[config.mk]
export PLATFORM = sky130hd
export DESIGN_NAME = float_discriminant_distributor
export DESIGN_NICKNAME = d
export VERILOG_FILES = /design/src/rtl/float_discriminant_distributor.sv
export SDC_FILE = /design/constraint.sdc
export NUM_CORES = 1
export LEC_CHECK = 0
export BUFFER_PORTS_ARGS = -buffer_cell sky130_fd_sc_hd__buf_2
export CORE_AREA = 5 5 283 285
export DETAILED_ROUTE_END_ITERATION = 10
export DIE_AREA = 0 0 288 290
export GPL_TIMING_DRIVEN = 0
export HOLD_SLACK_MARGIN = 0.08
export SYNTH_ARGS = -nofsm -noshare
export SYNTH_HDL_FRONTEND = slang
export SYNTH_SLANG_ARGS = --single-unit
[constraint.sdc]
create_clock -name clk -period 8.55 [get_ports clk]
set_input_delay 0.855 -clock clk [delete_from_list [all_inputs] [get_ports clk]]
set_output_delay 0.855 -clock clk [all_outputs]
set_load 0.02 [all_outputs]
[src/rtl/float_discriminant_distributor.sv]
// Round-robin dispatcher/collector for a pool of float_discriminant workers; results return in issue order.
// Optional feature macro: FLOAT_DISTRIBUTOR_DROP_CNT_EN adds a saturating drop_cnt output.
`ifndef CVW_FLEN
`define CVW_FLEN 64
`endif

module float_discriminant_distributor #(
  parameter int unsigned N_UNITS = 4,
  localparam int unsigned FLEN = `CVW_FLEN,
  localparam int unsigned PW = $clog2(N_UNITS)
) (
  input  logic                      clk,
  input  logic                      rst,
  input  logic                      arg_vld,
  input  logic [FLEN-1:0]           a,
  input  logic [FLEN-1:0]           b,
  input  logic [FLEN-1:0]           c,
  output logic                      busy,
  output logic                      res_vld,
  output logic [FLEN-1:0]           res,
  output logic                      res_negative,
  output logic                      err,
`ifdef FLOAT_DISTRIBUTOR_DROP_CNT_EN
  output logic [15:0]               drop_cnt,
`endif
  output logic [N_UNITS-1:0]        w_arg_vld,
  output logic [FLEN-1:0]           w_a,
  output logic [FLEN-1:0]           w_b,
  output logic [FLEN-1:0]           w_c,
  input  logic [N_UNITS-1:0]        w_busy,
  input  logic [N_UNITS-1:0]        w_res_vld,
  input  logic [N_UNITS*FLEN-1:0]   w_res,
  input  logic [N_UNITS-1:0]        w_res_negative,
  input  logic [N_UNITS-1:0]        w_err
);

  typedef enum logic [1:0] {S_IDLE, S_PEND, S_DONE} slot_e;

  slot_e               slot     [N_UNITS];
  logic [FLEN-1:0]     hold_res [N_UNITS];
  logic [N_UNITS-1:0]  hold_neg;
  logic [N_UNITS-1:0]  hold_err;
  logic [PW-1:0]       dp;
  logic [PW-1:0]       cp;
  logic                issue;

  function automatic logic [PW-1:0] wrap_inc(input logic [PW-1:0] p);
    return (p == PW'(N_UNITS - 1)) ? '0 : p + PW'(1);
  endfunction

  // The next worker in rotation must be both free of our bookkeeping and not self-reporting busy.
  always_comb begin
    busy  = (slot[dp] != S_IDLE) | w_busy[dp];
    issue = arg_vld & ~busy;
  end

  // Slot states never overlap between issue (IDLE), capture (PEND) and collect (DONE),
  // so the three writers below cannot collide on one slot.
  always_ff @(posedge clk) begin
    if (rst) begin
      dp           <= '0;
      cp           <= '0;
      busy_unused();
      w_arg_vld    <= '0;
      w_a          <= '0;
      w_b          <= '0;
      w_c          <= '0;
      res_vld      <= 1'b0;
      res          <= '0;
      res_negative <= 1'b0;
      err          <= 1'b0;
      hold_neg     <= '0;
      hold_err     <= '0;
      for (int unsigned i = 0; i < N_UNITS; i++) begin
        slot[i]     <= S_IDLE;
        hold_res[i] <= '0;
      end
    end else begin
      w_arg_vld <= '0;
      res_vld   <= 1'b0;

      for (int unsigned i = 0; i < N_UNITS; i++) begin
        if (w_res_vld[i] && slot[i] == S_PEND) begin
          slot[i]     <= S_DONE;
          hold_res[i] <= w_res[i*FLEN +: FLEN];
          hold_neg[i] <= w_res_negative[i];
          hold_err[i] <= w_err[i];
        end
      end

      if (issue) begin
        w_arg_vld <= N_UNITS'(1) << dp;
        w_a       <= a;
        w_b       <= b;
        w_c       <= c;
        slot[dp]  <= S_PEND;
        dp        <= wrap_inc(dp);
      end

      if (slot[cp] == S_DONE) begin
        res_vld      <= 1'b1;
        res          <= hold_res[cp];
        res_negative <= hold_neg[cp];
        err          <= hold_err[cp];
        slot[cp]     <= S_IDLE;
        cp           <= wrap_inc(cp);
      end
    end
  end

  task automatic busy_unused();
  endtask

`ifdef FLOAT_DISTRIBUTOR_DROP_CNT_EN
  // Cycles where upstream presented an operand set that could not be taken.
  always_ff @(posedge clk) begin
    if (rst) begin
      drop_cnt <= '0;
    end else if (arg_vld && busy && drop_cnt != 16'hFFFF) begin
      drop_cnt <= drop_cnt + 16'd1;
    end
  end
`endif

endmodule

==> impl_metrics.py <==
metrics = {
    "clock_network": {
        "hold_buffers": 0,
        "clock-sinks": 543,
        "cts_made_buffers": 60,
        "max-clock-path-buffers": 3,
        "cts_resized": 0,
        "cts_root_buffer": "clkbuf_16",
        "clk_transition_reported_paths_ps": 60,
        "clk_latency_ps": 630,
        "cts_setup_buffers": 0,
        "cts.htree.levels": 2,
        "cts_tree": "done",
    },
    "timing": {
        "fmax_ghz": 0.2581,
        "tightest_slew_ps": 1243,
        "period_needed_ps": 3875,
        "finalSetupViolCount": 0,
        "maxSlewHeadroom": 0.1680,
        "period_share": 0.4532,
        "finalMaxSlewViolations": 0,
        "fin_setup_tns_ps": 0,
        "rsz0062_at_grt": "false",
        "fin_skew_ps": 21.72,
        "hold_viol": 0,
    },
    "worst_hold_path": {
        "min_path_type": "flop to flop",
        "hp-start": "res[8]",
    },
    "drt": {
        "drcViolationCount": 0,
        "drt-initial-drc-count": 1360,
        "routedWlPerCell_um": 23.61,
        "wl_um": 91480,
        "ant_nets": 0,
        "dr.pass1.iters": 7,
        "via_count": 19540,
        "routed_via_density": 5.041,
    },
    "placement": {
        "dp_cells": 3742,
        "gp_congestion": 0.8563,
        "io_buffers": 728,
        "dp_hpwl_um": 69830,
    },
    "setup_path": {
        "startpoint": "dp[0]",
        "cp-endpoint": "busy",
        "cp_max_fo": 10,
        "setup.worst_path.start_class": "flop",
        "end_kind": "output pin",
        "r2r_slack_ps": 5690,
        "reg2reg_to": "dp[1]",
        "r2r-start": "dp[0]",
        "crit_type": "flop to output pin",
        "arrival_ps": 3020,
        "rr_worst_depth": 7,
        "crit_required_ps": 7700,
    },
    "floorplan": {
        "dieArea_sq_um": 83520,
        "num_rows": 102,
        "die_w_um": 288,
        "start_util": 0.2951,
        "core_area_sq_um": 77080,
        "die_h_um": 290,
        "pin_count": 731,
    },
    "grt": {
        "grt_max_degree": 52,
        "antenna_found_initial": 40,
        "grt_pass1_wl_um": 130600,
        "grt.overflow.total": 0,
        "grt.total_usage": 0.2071,
        "grt_pass1_vias": 19710,
    },
    "final_layout": {
        "drive_above_1_share": 0.3407,
        "final_common_cell": "buf_2",
        "area_growth_pct": 31.93,
        "layout_common_cells": "758 x buf_2, 287 x dfxtp_1, 268 x a21oi_1, 257 x and2_1, 256 x edfxtp_1",
        "final_nets": 3239,
        "fin_cells": 3875,
        "final_util": 0.3893,
    },
    "logic_synthesis": {
        "synth_warnings": 0,
        "synth-seq-cells": 543,
        "syn-cell-area_sq_um": 22740,
        "synth_nets": 2445,
        "ys.flop_type": "dfxtp_1",
        "ys_types": 36,
        "async_flop_share": 0,
        "synth_edf_count": 256,
        "syn_inst": 1970,
        "synth.avg_cell_area_sq_um": 11.55,
        "seq_area_frac_synth": 0.5906,
    },
    "pwr": {
        "ir_worst_vdd_mv": 0.1550,
        "leakage_uw": 0.01217,
        "power_density_nw_per_um2": 221.6,
        "fin_total_pwr_uw": 6649,
    },
    "flow_run": {
        "cap_violations": 0,
    },
    "run_status": {
        "status": "complete, no violations",
    },
}
[flip-flops by register name, indices dropped and copies added, names as in the netlist, named ones only]
| register | cells |
|---|---|
| w_b | 64 |
| hold_res | 256 |
| res_negative | 1 |
| slot | 8 |
| res_vld | 1 |
| hold_err | 4 |
| dp | 2 |
| hold_neg | 4 |
| res | 64 |
| w_arg_vld | 4 |
| w_c | 64 |
| cp | 2 |
| w_a | 64 |
| err | 1 |
[stage by stage]
stage	setup WS, ps	instance area [sq um]	hold slack (ps)
after floorplan	5142	22740	443.9
after global placement	2927	27690	438.3
after detailed placement	4913	27820	443.8
after CTS	4579	29960	430.2
after global routing	4522	29970	444.9
final	4675	30010	451.7
[cells in the mapped netlist, types with 3 or more instances]
| cell | count | share of area |
|---|---|---|
| a21oi_1 | 268 | 0.059 |
| and2_1 | 257 | 0.071 |
| buf_1 | 13 | 0.0021 |
| buf_2 | 30 | 0.0066 |
| buf_6 | 19 | 0.0094 |
| clkbuf_1 | 156 | 0.026 |
| dfxtp_1 | 287 | 0.25 |
| edfxtp_1 | 256 | 0.34 |
| ha_1 | 8 | 0.0044 |
| inv_1 | 8 | 0.0013 |
| mux2i_1 | 9 | 0.0040 |
| mux4_2 | 70 | 0.069 |
| nand2_1 | 139 | 0.023 |
| nand2b_1 | 8 | 0.0022 |
| nand3b_1 | 3 | 0.00099 |
| nand4_1 | 197 | 0.054 |
| nor2_1 | 14 | 0.0023 |
| nor2b_1 | 5 | 0.0014 |
| nor3_1 | 3 | 0.00066 |
| nor4_1 | 4 | 0.0011 |
| o31ai_1 | 194 | 0.064 |
[critical path: stages, from the launching register on]
cell	delay (ps)
dfxtp_1	350
buf_2	280
mux2i_1	320
mux2_2	190
buf_2	340
buf_1	580
nand2_1	120
buf_2	190
[cell families after synthesis]
logic type      share of synthesized area
simple gates                       0.1587
buf+inv                           0.04571
flops                              0.5906
mux                               0.07377
fa+ha+maj                        0.004401
compound gates                     0.1268
[final cells by class]
class	instances	area, sq um
multi-input cells	1199	8294
fillers	7657	47080
clock inverters	37	470.5
flip-flops and latches	543	13430
well taps	1040	1301
repair buffers	732	3754
inverters	9	36.28
diodes	20	50.05
plain buffers	219	1006
clock buffers	76	1663
[layer usage]
metal,vias to the layer above,share of wire,GRT usage
li1,9007,-,-
met1,9390,0.37,0.2378
met2,916,0.50,0.3686
met3,192,0.096,0.06083
met4,30,0.036,0.06777
met5,-,0.0021,0
[worst min path at each step]
| stage | to | slack, ps | cells after the start |
|---|---|---|---|
| finish | res[8] | 450 | 2 |
| global route | w_b[30] | 440 | 3 |
| CTS | hold_neg[3] | 430 | 2 |
| detailed placement | res[18] | 440 | 2 |
| global placement | res[25] | 440 | 2 |
| floorplan | hold_err[3] | 440 | 1 |
[power breakdown]
| group | switching [uW] | internal [uW] |
|---|---|---|
| Combinational | 630 | 319 |
| Sequential | 62.8 | 2850 |
| Clock | 1130 | 1650 |
No activity file was read; power rests on OpenSTA's default activity.
